**config.mk**
```make
export PLATFORM = sky130hd
export DESIGN_NAME = sja1000_bus_master_flat
export DESIGN_NICKNAME = d
export VERILOG_FILES = /design/src/rtl/sja1000_bus_master_if.sv /design/src/rtl/sja1000_bus_master.sv /design/src/flat_wrapper.sv
export SDC_FILE = /design/constraint.sdc
export NUM_CORES = 1
export LEC_CHECK = 0
export ABC_AREA = 1
export CORE_UTILIZATION = 50
export DETAILED_ROUTE_END_ITERATION = 16
export PLACE_DENSITY_LB_ADDON = 0.12
export SETUP_SLACK_MARGIN = 0.3
export SLEW_MARGIN = 25
export SYNTH_ARGS = -nofsm -noshare
export SYNTH_HDL_FRONTEND = slang
export SYNTH_SLANG_ARGS = --single-unit
```
**constraint.sdc**
```tcl
create_clock -name clk -period 3.6 [get_ports clk]
set_input_delay 0.36 -clock clk [delete_from_list [all_inputs] [get_ports clk]]
set_output_delay 0.36 -clock clk [all_outputs]
set_load 0.005 [all_outputs]
```
**src/rtl/sja1000_bus_master_if.sv**
```systemverilog
// Bundle of the request handshake and the SJA1000 Intel-mode bus pins.
// The master modport is the sequencer; the slave modport is its environment.
interface sja1000_bus_master_if;
    logic       req;
    logic       req_wr;
    logic [7:0] req_addr;
    logic [7:0] req_wdata;
    logic       busy;
    logic       done;
    logic [7:0] rdata;
    logic       sja_ale;
    logic       sja_csn;
    logic       sja_wrn;
    logic       sja_rdn;
    logic [7:0] sja_ad_out;
    logic       sja_ad_oe;
    logic [7:0] sja_ad_in;
    logic       sja_intn;
    logic       int_o;

    modport master (
        input  req, req_wr, req_addr, req_wdata, sja_ad_in, sja_intn,
        output busy, done, rdata, sja_ale, sja_csn, sja_wrn, sja_rdn,
               sja_ad_out, sja_ad_oe, int_o
    );

    modport slave (
        output req, req_wr, req_addr, req_wdata, sja_ad_in, sja_intn,
        input  busy, done, rdata, sja_ale, sja_csn, sja_wrn, sja_rdn,
               sja_ad_out, sja_ad_oe, int_o
    );
endinterface

```
**src/rtl/sja1000_bus_master.sv**
```systemverilog
// Intel-mode multiplexed-bus sequencer for the SJA1000 CAN controller: one byte
// read or write per request, with the interrupt line synchronised alongside.
module sja1000_bus_master #(
    parameter int unsigned T_ALE = 2,
    parameter int unsigned T_AH  = 1,
    parameter int unsigned T_STB = 4,
    parameter int unsigned T_HLD = 1,
    parameter int unsigned T_REC = 2
) (
    input  logic                 clk,
    input  logic                 rst_n,
    sja1000_bus_master_if.master bus
);
    typedef enum logic [2:0] {
        S_IDLE = 3'd0,
        S_ALE  = 3'd1,
        S_AH   = 3'd2,
        S_STB  = 3'd3,
        S_HLD  = 3'd4,
        S_REC  = 3'd5
    } state_t;

    localparam logic [3:0] LD_ALE = 4'(T_ALE - 1);
    localparam logic [3:0] LD_AH  = 4'(T_AH - 1);
    localparam logic [3:0] LD_STB = 4'(T_STB - 1);
    localparam logic [3:0] LD_HLD = 4'(T_HLD - 1);
    localparam logic [3:0] LD_REC = 4'(T_REC - 1);

    state_t     state_r, state_nxt_s;
    logic [3:0] cnt_r, cnt_nxt_s;
    logic       wr_r, wr_nxt_s;
    logic [7:0] addr_r, addr_nxt_s;
    logic [7:0] wdata_r, wdata_nxt_s;
    logic [7:0] ad_q_r;
    logic [7:0] rdata_r, rdata_nxt_s;
    logic       done_r, done_nxt_s;
    logic       busy_r;
    logic       ale_r, ale_nxt_s;
    logic       csn_r, csn_nxt_s;
    logic       wrn_r, wrn_nxt_s;
    logic       rdn_r, rdn_nxt_s;
    logic       oe_r, oe_nxt_s;
    logic [7:0] ad_out_r, ad_out_nxt_s;
    logic       int_meta_r, int_r;

    // Phase sequencing: each phase reloads the counter and leaves when it reaches zero.
    always_comb begin
        state_nxt_s = state_r;
        cnt_nxt_s   = cnt_r;
        wr_nxt_s    = wr_r;
        addr_nxt_s  = addr_r;
        wdata_nxt_s = wdata_r;
        rdata_nxt_s = rdata_r;
        done_nxt_s  = 1'b0;
        case (state_r)
            S_IDLE: begin
                if (bus.req) begin
                    state_nxt_s = S_ALE;
                    cnt_nxt_s   = LD_ALE;
                    wr_nxt_s    = bus.req_wr;
                    addr_nxt_s  = bus.req_addr;
                    wdata_nxt_s = bus.req_wdata;
                end else begin
                    state_nxt_s = S_IDLE;
                end
            end
            S_ALE: begin
                if (cnt_r == 4'd0) begin
                    state_nxt_s = S_AH;
                    cnt_nxt_s   = LD_AH;
                end else begin
                    cnt_nxt_s = cnt_r - 4'd1;
                end
            end
            S_AH: begin
                if (cnt_r == 4'd0) begin
                    state_nxt_s = S_STB;
                    cnt_nxt_s   = LD_STB;
                end else begin
                    cnt_nxt_s = cnt_r - 4'd1;
                end
            end
            S_STB: begin
                if (cnt_r == 4'd0) begin
                    state_nxt_s = S_HLD;
                    cnt_nxt_s   = LD_HLD;
                    // ad_q_r was sampled one edge earlier, still inside the strobe window
                    if (wr_r) begin
                        rdata_nxt_s = rdata_r;
                    end else begin
                        rdata_nxt_s = ad_q_r;
                    end
                end else begin
                    cnt_nxt_s = cnt_r - 4'd1;
                end
            end
            S_HLD: begin
                if (cnt_r == 4'd0) begin
                    state_nxt_s = S_REC;
                    cnt_nxt_s   = LD_REC;
                end else begin
                    cnt_nxt_s = cnt_r - 4'd1;
                end
            end
            S_REC: begin
                if (cnt_r == 4'd0) begin
                    state_nxt_s = S_IDLE;
                    cnt_nxt_s   = 4'd0;
                    done_nxt_s  = 1'b1;
                end else begin
                    cnt_nxt_s = cnt_r - 4'd1;
                end
            end
            default: begin
                state_nxt_s = S_IDLE;
                cnt_nxt_s   = 4'd0;
            end
        endcase
    end

    // Pin values for the upcoming phase, so every pin comes straight from a flop.
    always_comb begin
        ale_nxt_s    = 1'b0;
        csn_nxt_s    = 1'b1;
        wrn_nxt_s    = 1'b1;
        rdn_nxt_s    = 1'b1;
        oe_nxt_s     = 1'b0;
        ad_out_nxt_s = ad_out_r;
        case (state_nxt_s)
            S_ALE: begin
                ale_nxt_s    = 1'b1;
                oe_nxt_s     = 1'b1;
                ad_out_nxt_s = addr_nxt_s;
            end
            S_AH: begin
                oe_nxt_s     = 1'b1;
                ad_out_nxt_s = addr_nxt_s;
            end
            S_STB: begin
                csn_nxt_s = 1'b0;
                if (wr_nxt_s) begin
                    wrn_nxt_s    = 1'b0;
                    oe_nxt_s     = 1'b1;
                    ad_out_nxt_s = wdata_nxt_s;
                end else begin
                    rdn_nxt_s = 1'b0;
                    oe_nxt_s  = 1'b0;
                end
            end
            S_HLD: begin
                csn_nxt_s = 1'b0;
                if (wr_nxt_s) begin
                    oe_nxt_s     = 1'b1;
                    ad_out_nxt_s = wdata_nxt_s;
                end else begin
                    oe_nxt_s = 1'b0;
                end
            end
            S_REC, S_IDLE: begin
                ad_out_nxt_s = ad_out_r;
            end
            default: begin
                ad_out_nxt_s = ad_out_r;
            end
        endcase
    end

    // Sequencer state, captured request and registered bus pins.
    always_ff @(posedge clk or negedge rst_n) begin
        if (!rst_n) begin
            state_r  <= S_IDLE;
            cnt_r    <= 4'd0;
            wr_r     <= 1'b0;
            addr_r   <= 8'h00;
            wdata_r  <= 8'h00;
            rdata_r  <= 8'h00;
            done_r   <= 1'b0;
            busy_r   <= 1'b0;
            ale_r    <= 1'b0;
            csn_r    <= 1'b1;
            wrn_r    <= 1'b1;
            rdn_r    <= 1'b1;
            oe_r     <= 1'b0;
            ad_out_r <= 8'h00;
        end else begin
            state_r  <= state_nxt_s;
            cnt_r    <= cnt_nxt_s;
            wr_r     <= wr_nxt_s;
            addr_r   <= addr_nxt_s;
            wdata_r  <= wdata_nxt_s;
            rdata_r  <= rdata_nxt_s;
            done_r   <= done_nxt_s;
            busy_r   <= (state_nxt_s != S_IDLE);
            ale_r    <= ale_nxt_s;
            csn_r    <= csn_nxt_s;
            wrn_r    <= wrn_nxt_s;
            rdn_r    <= rdn_nxt_s;
            oe_r     <= oe_nxt_s;
            ad_out_r <= ad_out_nxt_s;
        end
    end

    // AD pad sample register and two-flop interrupt synchroniser.
    always_ff @(posedge clk or negedge rst_n) begin
        if (!rst_n) begin
            ad_q_r     <= 8'h00;
            int_meta_r <= 1'b0;
            int_r      <= 1'b0;
        end else begin
            ad_q_r     <= bus.sja_ad_in;
            int_meta_r <= ~bus.sja_intn;
            int_r      <= int_meta_r;
        end
    end

    assign bus.busy       = busy_r;
    assign bus.done       = done_r;
    assign bus.rdata      = rdata_r;
    assign bus.sja_ale    = ale_r;
    assign bus.sja_csn    = csn_r;
    assign bus.sja_wrn    = wrn_r;
    assign bus.sja_rdn    = rdn_r;
    assign bus.sja_ad_out = ad_out_r;
    assign bus.sja_ad_oe  = oe_r;
    assign bus.int_o      = int_r;
endmodule

```
**src/flat_wrapper.sv**
```systemverilog
// flat-port wrapper written by rule: the top's interface ports become plain ports
module sja1000_bus_master_flat 
#(
    parameter int unsigned T_ALE = 2,
    parameter int unsigned T_AH  = 1,
    parameter int unsigned T_STB = 4,
    parameter int unsigned T_HLD = 1,
    parameter int unsigned T_REC = 2
)
  (clk, rst_n, bus_req, bus_req_wr, bus_req_addr, bus_req_wdata, bus_sja_ad_in, bus_sja_intn, bus_busy, bus_done, bus_rdata, bus_sja_ale, bus_sja_csn, bus_sja_wrn, bus_sja_rdn, bus_sja_ad_out, bus_sja_ad_oe, bus_int_o);
  sja1000_bus_master_if bus_i ();
  input  logic clk;
  input  logic rst_n;
  input wire logic [$bits(bus_i.req)-1:0] bus_req;
  input wire logic [$bits(bus_i.req_wr)-1:0] bus_req_wr;
  input wire logic [$bits(bus_i.req_addr)-1:0] bus_req_addr;
  input wire logic [$bits(bus_i.req_wdata)-1:0] bus_req_wdata;
  input wire logic [$bits(bus_i.sja_ad_in)-1:0] bus_sja_ad_in;
  input wire logic [$bits(bus_i.sja_intn)-1:0] bus_sja_intn;
  output wire logic [$bits(bus_i.busy)-1:0] bus_busy;
  output wire logic [$bits(bus_i.done)-1:0] bus_done;
  output wire logic [$bits(bus_i.rdata)-1:0] bus_rdata;
  output wire logic [$bits(bus_i.sja_ale)-1:0] bus_sja_ale;
  output wire logic [$bits(bus_i.sja_csn)-1:0] bus_sja_csn;
  output wire logic [$bits(bus_i.sja_wrn)-1:0] bus_sja_wrn;
  output wire logic [$bits(bus_i.sja_rdn)-1:0] bus_sja_rdn;
  output wire logic [$bits(bus_i.sja_ad_out)-1:0] bus_sja_ad_out;
  output wire logic [$bits(bus_i.sja_ad_oe)-1:0] bus_sja_ad_oe;
  output wire logic [$bits(bus_i.int_o)-1:0] bus_int_o;
  assign bus_i.req = bus_req;
  assign bus_i.req_wr = bus_req_wr;
  assign bus_i.req_addr = bus_req_addr;
  assign bus_i.req_wdata = bus_req_wdata;
  assign bus_i.sja_ad_in = bus_sja_ad_in;
  assign bus_i.sja_intn = bus_sja_intn;
  assign bus_busy = bus_i.busy;
  assign bus_done = bus_i.done;
  assign bus_rdata = bus_i.rdata;
  assign bus_sja_ale = bus_i.sja_ale;
  assign bus_sja_csn = bus_i.sja_csn;
  assign bus_sja_wrn = bus_i.sja_wrn;
  assign bus_sja_rdn = bus_i.sja_rdn;
  assign bus_sja_ad_out = bus_i.sja_ad_out;
  assign bus_sja_ad_oe = bus_i.sja_ad_oe;
  assign bus_int_o = bus_i.int_o;
  sja1000_bus_master #(.T_ALE(T_ALE), .T_AH(T_AH), .T_STB(T_STB), .T_HLD(T_HLD), .T_REC(T_REC)) u_core (.clk(clk), .rst_n(rst_n), .bus(bus_i));
endmodule
```
==> flow_summary.json <==
{
  "intPower_uw": 1670,
  "whs_ns": 0.0389,
  "drc": 0,
  "dp_hpwl_mm": 3.33,
  "synth_compound_gate_area_share": 0.0258,
  "cts_hold_buf": 0,
  "drtIter0Drc": 116,
  "fp.dieW_um": 70.9,
  "vias": 1844,
  "cts-resized-gates": 0,
  "worstPathArrival_ns": 2.48,
  "area_delta_synth_final_pct": 30.5,
  "setup_violations": 0,
  "pre_cts_ws_ns": 1.23,
  "final_common_cell": "nand2_1",
  "cts.sinks": 57,
  "grt_first_pass_wirelength_mm": 8.31,
  "cts_root_buf": "clkbuf_8",
  "synth_xor_area_frac": 0,
  "clkPwrFrac": 0.203,
  "pin_count": 53,
  "finalWorstSetupSlack_ns": 1.39,
  "ys_warn_count": 0,
  "synth_top_family_by_area": "simple AND/OR/NAND/NOR gates",
  "dr.pass1.iters": 7,
  "vias_per_cell": 5.15,
  "p_seq_frac": 0.363,
  "end_kind": "flip-flop",
  "post_cts_buffers": 0,
  "synth_area_per_cell_um2": 9.69,
  "period_share": 0.613,
  "swShare": 0.387,
  "crit_type": "reg -> reg",
  "critPathMaxFanout": 19,
  "clk_latency_ns": 0.33,
  "fin_crit_ns": 2.21,
  "maxSlewViolCount": 0,
  "io_buffers": 52,
  "antenna_found_initial": 0,
  "grt_use_met3": 0.0883,
  "ys_types": 27,
  "synth_top_area_share": 0.569,
  "wire_per_inst_um": 13.4,
  "grtUsageMet1": 0.266,
  "timing.fmax_mhz": 453,
  "gp_congestion": 0.850,
  "grt_start_max_net_pins": 30,
  "fin_worst_skew_ns": 0.0122,
  "switchingPower_uw": 1050,
  "synth_cells": 245,
  "rsz0062_at_grt": "false",
  "grt_use_met2": 0.376,
  "syn_nets": 274,
  "combPwrFrac": 0.434,
  "cts_buffers": 9,
  "yosysTopAreaCell": "dfrtp_1",
  "tightest_slew_ns": 0.703,
  "cts_tree": "done",
  "final_area_mm2": 0.00310,
  "place_area_mm2": 0.00292,
  "grtUsageTotal": 0.223,
  "clockBufferDepth": 2,
  "total_leakage_power_uw": 0.00155,
  "finalNonFillerCells": 358,
  "power.density_mw_per_mm2": 878,
  "die_y_um": 70.9,
  "setup_tns_ns": 0,
  "synth_seq_cells": 57,
  "worstPathRequired_ns": 3.88,
  "finalHoldViolCount": 0,
  "placed_cells": 343,
  "yosys.area_share.simple": 0.294,
  "dieArea_mm2": 0.00503,
  "core_mm2": 0.00444,
  "drive_gt1_frac": 0.127,
  "synth.area.top_cells": "dfrtp_1 (57%), nand2_1 (14%), nand3_1 (8.0%)",
  "irDropWorstVdd_mv": 0.568,
  "netlist_area_mm2": 0.00237,
  "h-tree-depth": 3,
  "grt.busiest_layer": "met2",
  "max_cap_viol_count": 0,
  "ys_seq_area_frac": 0.603,
  "grt_pass1_vias": 1754,
  "diodes": 0,
  "clk_pin_slew_ns": 0.07,
  "gr-total-overflow": 0,
  "rows": 24,
  "critPathLaunchType": "flip-flop",
  "status": "complete, no violations",
  "synthAdderAreaFrac": 0,
  "rrSetupSlack_ns": 1.39,
  "start_util": 0.534,
  "synthMuxAreaShare": 0.0380,
  "antenna_left": 0,
  "final_cell_mix": "nand2_1 (88), dfrtp_1 (54), clkdlybuf4s50_1 (51)",
  "hold_class": "in -> async",
  "routed_wl_mm": 4.81,
  "nets": 331,
  "max_slew_margin": 0.530
}
[power by group through the flow]
stage,clock (uW),sequential (uW),combinational [uW]
final,552,987,1180
after detailed placement,0,995,1190
after global routing,584,1010,1340
after CTS,557,987,1190
after floorplan,0,966,795
after global placement,0,990,1160
[per-layer routing]
| metal | vias up | wire [um] | share of wire |
|---|---|---|---|
| met3 | 5 | 268 | 0.056 |
| met2 | 60 | 2410 | 0.50 |
| met4 | 0 | 46 | 0.0096 |
| met5 | - | 0 | 0 |
| met1 | 871 | 2080 | 0.43 |
| li1 | 908 | - | - |
[logic make-up (layout without fill, tap and decap cells)]
logic type | after synthesis | count (layout)
buf+inv | 21 | 82
compound gates | 9 | 9
simple gates | 150 | 150
mux | 8 | 8
flops | 57 | 57
[flip-flops by register name (all words and copies together) (netlist names), 3 cells and up]
| name | count |
|---|---|
| u_core.state_r | 3 |
| u_core.bus.rdata | 8 |
| u_core.bus.sja_ad_out | 8 |
| u_core.addr_r | 8 |
| u_core.cnt_r | 4 |
| u_core.ad_q_r | 8 |
| u_core.wdata_r | 8 |
[cell usage after synthesis]
cell / count
o21ai_1: 1
and2_1: 1
mux2_2: 8
a21oi_4: 1
nand2_4: 2
buf_4: 1
buf_6: 1
nand4_1: 2
buf_2: 3
nand3_1: 38
nor2_4: 1
nand3_4: 2
o32ai_1: 1
nor2_2: 2
or2_2: 1
clkbuf_1: 2
nor3_1: 3
nand3_2: 1
o22ai_1: 1
o21ai_0: 5
dfrtp_1: 54
inv_1: 12
inv_2: 2
nor2_1: 8
dfstp_2: 3
nand2_1: 88
nor3_4: 1
[layout make-up]
class                           instances  area, um^2
Sequential cell                        57        1430
Fill cell                             354        1350
Multi-Input combinational cell        167         850
Timing Repair Buffer                   53         523
Clock buffer                           11         131
Tap cell                               52        65.1
Inverter                               14        52.6
Clock inverter                          4        45.0
[critical path, cell delays in order, from the launching register on]
cell	delay (ns)
dfrtp_1	0.49
nor3_4	0.65
nand2_4	0.27
nand2_1	0.14
inv_2	0.06
nor2_4	0.12
nand3_4	0.15
nand2_4	0.14
nand2_1	0.07
nand2_1	0.05
[final timing paths]
check / start / endpoint / depth (start not counted)
min in group clk: u_core.int_meta_r / u_core.bus.int_o / 0
hold / removal: rst_n / u_core.bus.sja_ad_out[4] / 1
setup reg to reg: u_core.state_r[2] / u_core.bus.sja_ad_out[2] / 9
max in group asynchronous: rst_n / u_core.bus.sja_csn / 2
setup / recovery: u_core.state_r[2] / u_core.bus.sja_ad_out[2] / 9
hold reg to reg: u_core.int_meta_r / u_core.bus.int_o / 0
[per-stage QoR]
stage	total power (uW)	util
floorplan	1760	-
global placement	2150	0.657
detailed placement	2180	0.657
CTS	2740	0.697
global route	2940	0.697
finish	2720	0.697
Power figures use the tool's default switching activity.
